## src/rtl/riscv_sim_pkg.sv

```systemverilog
// Shared types and constants for the RISC-V run controller.
package riscv_sim_pkg;

    typedef enum logic [1:0] {
        HOLD = 2'd0,
        RUN  = 2'd1,
        DONE = 2'd2
    } state_t;

    // tohost value that reports a passing test
    localparam int unsigned TOHOST_PASS = 1;

    // exit code is the tohost value with the pass/fail LSB dropped
    localparam int unsigned EXIT_SHIFT = 1;

    localparam logic [31:0] DEFAULT_TOHOST_ADDR = 32'h0000_0100;

endpackage

```

## src/rtl/riscv_sim_ctrl_sat_counter.sv

```systemverilog
// Saturating up-counter with synchronous clear; sticks at all-ones.
module sat_counter #(
    parameter int unsigned W = 32
) (
    input  logic         clk,
    input  logic         clr,
    input  logic         en,
    output logic [W-1:0] q
);

    // clear has priority; count only while below the all-ones ceiling
    always_ff @(posedge clk) begin
        if (clr) begin
            q <= '0;
        end else if (en && (q != {W{1'b1}})) begin
            q <= q + W'(1);
        end
    end

endmodule

```

## src/rtl/riscv_sim_ctrl.sv

```systemverilog
// Run controller: sequences core reset, counts cycles/retirements,
// runs a watchdog and detects end of test on a tohost store.
module riscv_sim_ctrl
    import riscv_sim_pkg::*;
#(
    parameter int unsigned RST_CYCLES     = 4,
    parameter int unsigned TIMEOUT_CYCLES = 52,
    parameter int unsigned ADDR_W         = 32,
    parameter int unsigned DATA_W         = 32,
    parameter int unsigned CNT_W          = 32,
    parameter logic [ADDR_W-1:0] TOHOST_ADDR = ADDR_W'(DEFAULT_TOHOST_ADDR)
) (
    input  logic              clk,
    input  logic              rst,
    output logic              core_rst,
    input  logic              mem_we,
    input  logic [ADDR_W-1:0] mem_addr,
    input  logic [DATA_W-1:0] mem_wdata,
    input  logic              retire_valid,
    output logic              done,
    output logic              pass,
    output logic              fail,
    output logic              timeout,
    output logic [DATA_W-1:0] exit_code,
    output logic [CNT_W-1:0]  cycle_count,
    output logic [CNT_W-1:0]  instret_count
);

    localparam int unsigned HOLD_W    = (RST_CYCLES > 1) ? $clog2(RST_CYCLES) : 1;
    localparam logic [HOLD_W-1:0] HOLD_LAST = HOLD_W'(RST_CYCLES - 1);
    localparam logic [63:0]   WD_LAST   = 64'(TIMEOUT_CYCLES) - 64'd1;

    state_t              state, state_nxt;
    logic [HOLD_W-1:0]   hold_cnt, hold_nxt;
    logic                core_rst_nxt, done_nxt, pass_nxt, fail_nxt, timeout_nxt;
    logic [DATA_W-1:0]   exit_code_nxt;
    logic                tohost_hit, wd_hit, in_run;

    assign in_run     = (state == RUN);
    assign tohost_hit = mem_we && (mem_addr == TOHOST_ADDR) && (mem_wdata != '0);
    assign wd_hit     = (TIMEOUT_CYCLES != 0) && (64'(cycle_count) == WD_LAST);

    // RUN-cycle counter
    sat_counter #(.W(CNT_W)) u_cycle_cnt (
        .clk (clk),
        .clr (rst),
        .en  (in_run),
        .q   (cycle_count)
    );

    // retired-instruction counter
    sat_counter #(.W(CNT_W)) u_instret_cnt (
        .clk (clk),
        .clr (rst),
        .en  (in_run && retire_valid),
        .q   (instret_count)
    );

    // next-state and next-output logic; everything holds by default
    always_comb begin
        state_nxt     = state;
        hold_nxt      = hold_cnt;
        core_rst_nxt  = core_rst;
        done_nxt      = done;
        pass_nxt      = pass;
        fail_nxt      = fail;
        timeout_nxt   = timeout;
        exit_code_nxt = exit_code;
        case (state)
            HOLD: begin
                core_rst_nxt = 1'b1;
                if (hold_cnt == HOLD_LAST) begin
                    state_nxt    = RUN;
                    core_rst_nxt = 1'b0;
                end else begin
                    hold_nxt = hold_cnt + HOLD_W'(1);
                end
            end
            RUN: begin
                if (tohost_hit) begin
                    state_nxt    = DONE;
                    core_rst_nxt = 1'b1;
                    done_nxt     = 1'b1;
                    if (mem_wdata == DATA_W'(TOHOST_PASS)) begin
                        pass_nxt      = 1'b1;
                        exit_code_nxt = '0;
                    end else begin
                        fail_nxt      = 1'b1;
                        exit_code_nxt = mem_wdata >> EXIT_SHIFT;
                    end
                end else if (wd_hit) begin
                    state_nxt     = DONE;
                    core_rst_nxt  = 1'b1;
                    done_nxt      = 1'b1;
                    timeout_nxt   = 1'b1;
                    fail_nxt      = 1'b1;
                    exit_code_nxt = '0;
                end
            end
            DONE: begin
                core_rst_nxt = 1'b1;
            end
            default: begin
                state_nxt = HOLD;
            end
        endcase
    end

    // state and registered outputs; rst clears everything from any state
    always_ff @(posedge clk) begin
        if (rst) begin
            state     <= HOLD;
            hold_cnt  <= '0;
            core_rst  <= 1'b1;
            done      <= 1'b0;
            pass      <= 1'b0;
            fail      <= 1'b0;
            timeout   <= 1'b0;
            exit_code <= '0;
        end else begin
            state     <= state_nxt;
            hold_cnt  <= hold_nxt;
            core_rst  <= core_rst_nxt;
            done      <= done_nxt;
            pass      <= pass_nxt;
            fail      <= fail_nxt;
            timeout   <= timeout_nxt;
            exit_code <= exit_code_nxt;
        end
    end

endmodule

```

## config.mk

```make
export PLATFORM = sky130hd
export DESIGN_NAME = riscv_sim_ctrl
export DESIGN_NICKNAME = d
export VERILOG_FILES = /design/src/rtl/riscv_sim_pkg.sv /design/src/rtl/riscv_sim_ctrl_sat_counter.sv /design/src/rtl/riscv_sim_ctrl.sv
export SDC_FILE = /design/constraint.sdc
export NUM_CORES = 1
export LEC_CHECK = 0
export CORE_AREA = 2 2 104 106
export DETAILED_ROUTE_END_ITERATION = 8
export DIE_AREA = 0 0 106 108
export PLACE_DENSITY_LB_ADDON = 0.12
export SYNTH_ARGS = -nofsm -noshare
export SYNTH_HDL_FRONTEND = slang
export SYNTH_HIERARCHICAL = 1
export SYNTH_SLANG_ARGS = --single-unit
```

## constraint.sdc

```tcl
create_clock -name clk -period 3.6 [get_ports clk]
set_input_delay 0.72 -clock clk [delete_from_list [all_inputs] [get_ports clk]]
set_output_delay 0.72 -clock clk [all_outputs]
set_load 0.02 [all_outputs]
```

==> impl.org <==
** Final layout
- Compared with the post-synthesis result, the final layout area differs by 38.2%.
- Layout cells sized above 1 :: 8.22%
- 0 antenna diodes ended up in the layout.
- Final Util :: 68.6%
- The final layout contains 788 nets.

** Placed design
- Routability-driven placement finished with a final weighted congestion of 0.886.
- Timing analysis after detailed placement gives a worst setup slack of 0.329 ns.
- Input and output buffers added on the ports amount to 167.
- Half-perimeter wire length after detailed placement :: 10500 um

** STA
- Final setup vio count :: 0
- Clock skew on the completed layout was measured at 0.0181 ns.
- The smallest clock period supported by the final layout is computed as 2.91 ns.
- Minimum setup slack in the final design :: 0.690 ns
- Endpoints failing hold :: 0
- After layout, the worst path uses 80.8% of the clock period.
- Setup repair after global routing missed its margin :: no
- Adding up every negative setup slack in the final design gives 0 ns.
- Based on the critical path, the design can be clocked at up to 344 MHz.
- Actual transition at the worst max-transition pin :: 1.10 ns
- Rel. slew slack :: 26.2%
- The number of pins with negative max-slew slack in the final report is 0.

** Run status
- The flow ran to the end, and the final reports show no timing, DRC or antenna violations.

** Setup path
- On the worst path, the slowest cell contributes a delay of 0.84 ns.
- Crit-path max FO :: 31
- The startpoint identified for the worst register-to-register timing path is state[1].
- STA classifies the critical path endpoint as a flop.
- WP data required :: 3.90 ns
- The slowest stage of the critical path belongs to the cell nor3_4.
- Among the stages of the critical path, the cell type that occurs most often is nor3_2.
- Reg-to-reg slack, setup :: 0.79 ns
- The worst setup path is launched from an input pin.
- Series of cell instances along the critical path :: clkdlybuf4s50_1, nor4_1, nand4_1, nor3_2, nor3_2, nor3_4, a22o_1
- The worst register-to-register path has a depth of 8.
- By startpoint and endpoint, the worst setup path is classified as in -> reg.
- Endpoint arrival time on the critical path :: 3.21 ns
- Endpoint of the most critical register-to-register path :: u_cycle_cnt/q[31]

** Power and ir drop
- In this run the static leakage power is 0.00222 uW.
- The worst-case IR drop observed on VDD is 0.000174 V.
- Overall Power :: 2150 uW
- In this run the power density over the cells is 306 mW/mm^2.

** Routing
- Number of search-and-repair iterations in the first detailed-routing pass :: 5
- In the routed design, unresolved DRC markers number 0.
- Wire length per cell after detailed routing :: 16.4 um
- Aggregate routed wire length :: 14000 um
- Via count of the routed design :: 5087
- Number of design-rule violations left by the first detailed-router iteration :: 233
- The detail route stage leaves a number of antenna-violating nets equal to 0.
- In the routed layout, each cell is associated on average with a via count of 5.96.

** Flow run
- Reported max-cap violation count :: 0

** Floorplan
- After floorplanning, the core was sized to cover 0.0102 sq mm.
- Starting density of the core :: 49.6%
- Die outline height :: 108 um
- Die area :: 0.0114 sq mm
- Row generation in the floorplan step produced 37 rows.
- From left edge to right edge, the die measures 106 um.
- For this design the top-level I/O count stands at 169.

** Clock network
- Number of buffers on the longest clock path :: 2
- TritonCTS clock tree :: yes
- Buffer count from post-CTS setup fixing :: 0
- The clock net in this run drives a total of 104 sinks.
- In this run, post-CTS repair resized a total of 0 instances.
- The root buffer cell chosen for the clock tree is clkbuf_8.
- TritonCTS created 9 clock buffers.
- Number of H-tree levels :: 3
- After clock tree synthesis, the clock-pin slew on the worst setup and hold paths is 0.10 ns.
- Later-pin clock latency in the skew report :: 0.36 ns
- Hold-fix buffers at CTS :: 0

** Synth
- Post-synth EDFFs :: 0
- Counting every instance in the synthesized netlist gives 555.
- After synthesis, the netlist uses 54 different library cells.
- Counting flops and latches in the post-synthesis netlist gives 104.
- A synthesized cell averages 9.15 sq um.
- Fraction of the yosys area taken by sequential cells :: 41.0%
- For this run, asynchronously set or reset flops after synthesis account for 0%.
- Syn. warnings :: 6
- Cell area after technology mapping :: 0.00508 sq mm
- Number of nets in the synthesized netlist :: 630
- Commonest register cell after synthesis :: dfxtp_1

** Hold path
- In this run the most critical hold path is launched from done.
- The tightest min-delay check is of the reg -> reg type.
- Endpoint, Worst Hold :: done
- Count of cells along the worst hold path :: 2

** Global route
- Remaining global-route overflow :: 0
- Entering global routing, the biggest net connects 40 pins.
- Initial antenna violation count :: 0
- Global routing consumed, over all layers together, 24.1% of the routing resources.
- Global-route wire length before repair :: 22500 um
- Vias in the first global route :: 4768
registers in the layout, summed over array words and instances, names as in the netlist:
| name | cells |
|---|---|
| core_rst | 1 |
| done | 1 |
| exit_code | 31 |
| fail | 1 |
| hold_cnt | 2 |
| pass | 1 |
| state | 2 |
| timeout | 1 |
| u_cycle_cnt/q | 32 |
| u_instret_cnt/q | 32 |
layout by cell type (no fill, tap or decap), types with 4 or more instances in the layout:
master,n
clkdlybuf4s50_1,166
dfxtp_1,104
a21oi_1,48
nor2_1,37
a22o_1,31
nand3_1,26
or4_1,24
o31ai_1,24
nand4_1,23
nor4_1,22
nand2_1,21
or3_1,20
o21ai_0,16
xnor2_1,13
buf_4,10
clkbuf_8,9
nor3_1,8
and4_1,8
inv_1,7
nor4_2,7
ha_1,7
and3_1,6
nor3b_1,5
mux2i_1,5
nand2b_1,5
nor2b_1,5
a2111oi_0,4
synthesized netlist by cell type, drive strengths merged (21+ instances only):
cell,number,area share [%]
a21oi,48,4.7
a22o,31,5.3
dfxtp,104,41
nand2,21,1.6
nand3,29,3.2
nand4,25,3.3
nor2,37,2.7
nor4,30,4.6
o31ai,24,3.5
or3,23,3.1
or4,24,3.5
worst max-delay path: cells and delay by family:
family          cells  cell delay, ns
compound gates      1            0.27
buf+inv             1            0.43
simple gates        5            1.77
layer usage:
| metal | wire (um) | GRT usage [%] | part of all wire, % |
|---|---|---|---|
| met5 | 0 | 0 | 0 |
| met4 | 231 | 8.46 | 1.6 |
| met3 | 964 | 5.06 | 6.9 |
| met2 | 6970 | 41.2 | 50 |
| met1 | 5880 | 30.2 | 42 |
where the power goes:
group	switching, uW	internal [uW]
Sequential	23.3	1170
Combinational	138	148
Clock	410	255
Total	571	1580
kinds of logic after synthesis:
kind of cell	count (synthesis)	synth area share (%)
other cells	1	0.0739
fa+ha+maj	7	1.73
xor+xnor	15	2.59
buf+inv	38	3.85
mux	9	1.87
flops	104	41.0
compound gates	139	19.1
simple gates	242	29.8
how the worst max path moves through the flow:
| stage | startpoint | endpoint | cells after the start | slack, ns |
|---|---|---|---|---|
| final | mem_wdata[20] | exit_code[23] | 7 | 0.69 |
| after global routing | mem_wdata[20] | exit_code[23] | 7 | 0.41 |
| after CTS | mem_wdata[20] | exit_code[24] | 7 | 0.69 |
| after detailed placement | mem_wdata[20] | exit_code[23] | 7 | 0.33 |
| after global placement | mem_wdata[16] | exit_code[30] | 7 | 0.38 |
| after floorplan | retire_valid | u_instret_cnt/q[31] | 6 | 1.13 |
per-stage QoR:
stage	hold slack, ns	cells	area (sq um)
floorplan	0.465	555	5080
global placement	0.435	838	6840
detailed placement	0.458	838	6840
CTS	0.481	854	7010
global route	0.502	854	7010
finish	0.474	854	7010
layout make-up:
type | instances | area [sq um]
inverter | 8 | 30.0
clock buffer | 10 | 128
tap | 136 | 170
clock inverter | 6 | 45.0
multi-input combinational | 413 | 2820
sequential | 104 | 2080
timing repair buffer | 177 | 1740
fill | 847 | 3220
Power figures use the tool's default switching activity.
==> RTL change (same settings) <==
Add an input register stage for `mem_we`, `mem_addr`, `mem_wdata` and `retire_valid`, without a reset; this delays them by one clock.
--- a/src/rtl/riscv_sim_ctrl.sv
+++ b/src/rtl/riscv_sim_ctrl.sv
@@ -32,2 +32,14 @@
 
+    logic mem_we_q;
+    logic [ADDR_W-1:0] mem_addr_q;
+    logic [DATA_W-1:0] mem_wdata_q;
+    logic retire_valid_q;
+
+    always_ff @(posedge clk) begin
+        mem_we_q       <= mem_we;
+        mem_addr_q     <= mem_addr;
+        mem_wdata_q    <= mem_wdata;
+        retire_valid_q <= retire_valid;
+    end
+
     state_t              state, state_nxt;
@@ -39,3 +51,3 @@
     assign in_run     = (state == RUN);
-    assign tohost_hit = mem_we && (mem_addr == TOHOST_ADDR) && (mem_wdata != '0);
+    assign tohost_hit = mem_we_q && (mem_addr_q == TOHOST_ADDR) && (mem_wdata_q != '0);
     assign wd_hit     = (TIMEOUT_CYCLES != 0) && (64'(cycle_count) == WD_LAST);
@@ -54,3 +66,3 @@
         .clr (rst),
-        .en  (in_run && retire_valid),
+        .en  (in_run && retire_valid_q),
         .q   (instret_count)
@@ -83,3 +95,3 @@
                     done_nxt     = 1'b1;
-                    if (mem_wdata == DATA_W'(TOHOST_PASS)) begin
+                    if (mem_wdata_q == DATA_W'(TOHOST_PASS)) begin
                         pass_nxt      = 1'b1;
@@ -88,3 +100,3 @@
                         fail_nxt      = 1'b1;
-                        exit_code_nxt = mem_wdata >> EXIT_SHIFT;
+                        exit_code_nxt = mem_wdata_q >> EXIT_SHIFT;
                     end
Formal check against the unedited RTL: not equivalent (a bounded check fails within 10 cycles, from zero or initial values and one cycle with rst high).
==> RTL change against the original RTL <==
- first-iteration DRC count rose by 78%
- final area rose by 24%
- routed wire length rose by 26%
- sequential cell count rose by 66
- sequential share of layout area rose by 9.4 points
- worst hold slack got worse by 0.0044 ns
- sequential power rose by 66%
- clock power rose to 2.8 times the old value
- register-to-register slack got worse by 0.09 ns
- total power rose by 94%
- setup slack improved by 0.014 ns
- combinational power rose by 15%
- synthesized area rose by 26%
- highest routed layer unchanged
==> RTL change: results (changes against the original RTL) <==
Mux share of post-synthesis cell area: 1.335% (-0.54 points)
Worst-margin pin slew: 0.8706 ns (-0.2321 ns)
Worst-skew pair later-pin latency: 0.55 ns (+0.19 ns)
Non-clk bufs: 175 (-1.1%)
Clkbuf count: 17 (+7)
Root buffer cell: clkbuf_8
HP Class: flip-flop to flip-flop
Wire per inst: 19.06 um (+16%)
Adder-cell share of the synthesized area: 1.375% (-0.35 points)
H-tree depth: 4 (+1)
Hold Path Cell Cnt: 1 (-1)
Worst IR Drop VDD: 0.0004604 V (+160%)
# fillers: 601 (-29%)
Top cells by count, synth: dfxtp_1, a21oi_1, nor2_1, a22o_1, nand3_1
Main area contributors after synthesis: dfxtp_1, a22o_1, a21oi_1
First-pass GRT wire length: 27310 um (+21%)
Multi-input combinational cell count: 410 (-0.73%)
Vias: 5853 (+15%)
Non-clock buffering overhead: 19.84% (-5.0 points)
Crit path capture: u_instret_cnt/q[29]
XOR/XNOR share of the synthesized area: 2.062% (-0.53 points)
Clk sinks: 170 (+63%)
Leak Pwr: 2.959 nW (+34%)
Hpwl dp: 11440 um (+9.2%)
Share of cells above drive strength 1: 8.794% (+0.58 points)
Critical path arrival: 3.35 ns (+0.14 ns)
Final nets: 858 (+8.9%)
Sequential element share of the synthesized area: 53.42% (+12 points)
Post-synthesis compound-gate area fraction: 15.40% (-3.7 points)
RD Place Congestion: 0.8448 (-4.6%)
Clock buf/inv share: 6.814% (+4.4 points)
Clock transition at path regs: 0.07 ns (-0.03 ns)
CP max FO: 10 (-68%)
Internal power: 3.133 mW (+99%)
Seq/total area: 39.10% (+9.4 points)
Largest net degree at the start of global routing: 46 (+15%)
Mapped Nets: 694 (+10%)
Clock Skew: 0.01137 ns (-0.006696 ns)
GR Util All Layers: 30.46% (+6.4 points)
Signal inverters: 9 (+1)
Vias in the first global route: 5628 (+18%)
Outcome: complete, no violations
Footprint of the multi-input gates: 2776 um^2 (-1.5%)
Worst setup SP type: flip-flop
Post-synth cell types: 55 (+1.9%)
Initial DRC count: 415 (+78%)
## RTL change: changes by cell type in the layout (fill, tap and decap cells not counted), moves of 6 or more
| cell | change |
|---|---|
| clkbuf_16 | +16 |
| clkbuf_8 | -8 |
| dfxtp_1 | +66 |
| inv_8 | +6 |
## RTL change: metal layers
| metal | track usage [%] | vias up | share of wire, % |
|---|---|---|---|
| met3 | 8.620 | 55 | 8.3 |
| met1 | 33.96 | 2777 | 37 |
| li1 | - | 2689 | - |
| met2 | 53.82 | 332 | 51 |
| met5 | 0 | - | 0 |
| met4 | 14.76 | 0 | 3.5 |
## RTL change: power by group through the flow
stage                     Sequential, mW  Combinational [mW]  Clock, mW
final                               1.99               0.330       1.83
after detailed placement            2.03               0.321          0
after global placement              2.03               0.307          0
after global routing                2.00               0.357       1.93
after floorplan                     2.03               0.178          0
after CTS                           1.99               0.330       1.85
## RTL change: stage by stage
step                utilization, %  power [mW]  cells  worst slack, ns  cell area, um^2
floorplan                        -       2.209    619            1.034             6371
global placement             79.27       2.332    900            1.032             8110
detailed placement           79.27       2.352    900           0.9062             8110
CTS                          85.07       4.173    932           0.8166             8703
global route                 85.07       4.279    932           0.5719             8703
finish                       85.07       4.154    932           0.7041             8703
## RTL change: how the worst min path moves through the flow
stage,to,slack [ns],start
floorplan,exit_code[14],0.44,mem_wdata_q[15]
global placement,exit_code[10],0.45,mem_wdata_q[11]
detailed placement,exit_code[25],0.46,mem_wdata_q[26]
CTS,timeout,0.47,timeout
global route,timeout,0.49,timeout
finish,timeout,0.47,timeout
## RTL change: worst max-delay path: stages, from the launching register on
cell and delay (ns):
dfxtp_1 0.34, inv_1 0.09, ha_1 0.19, and2_1 0.24
nand4_1 0.40, nor4_2 0.65, nand4_1 0.26, or4_1 0.45
a21oi_1 0.19
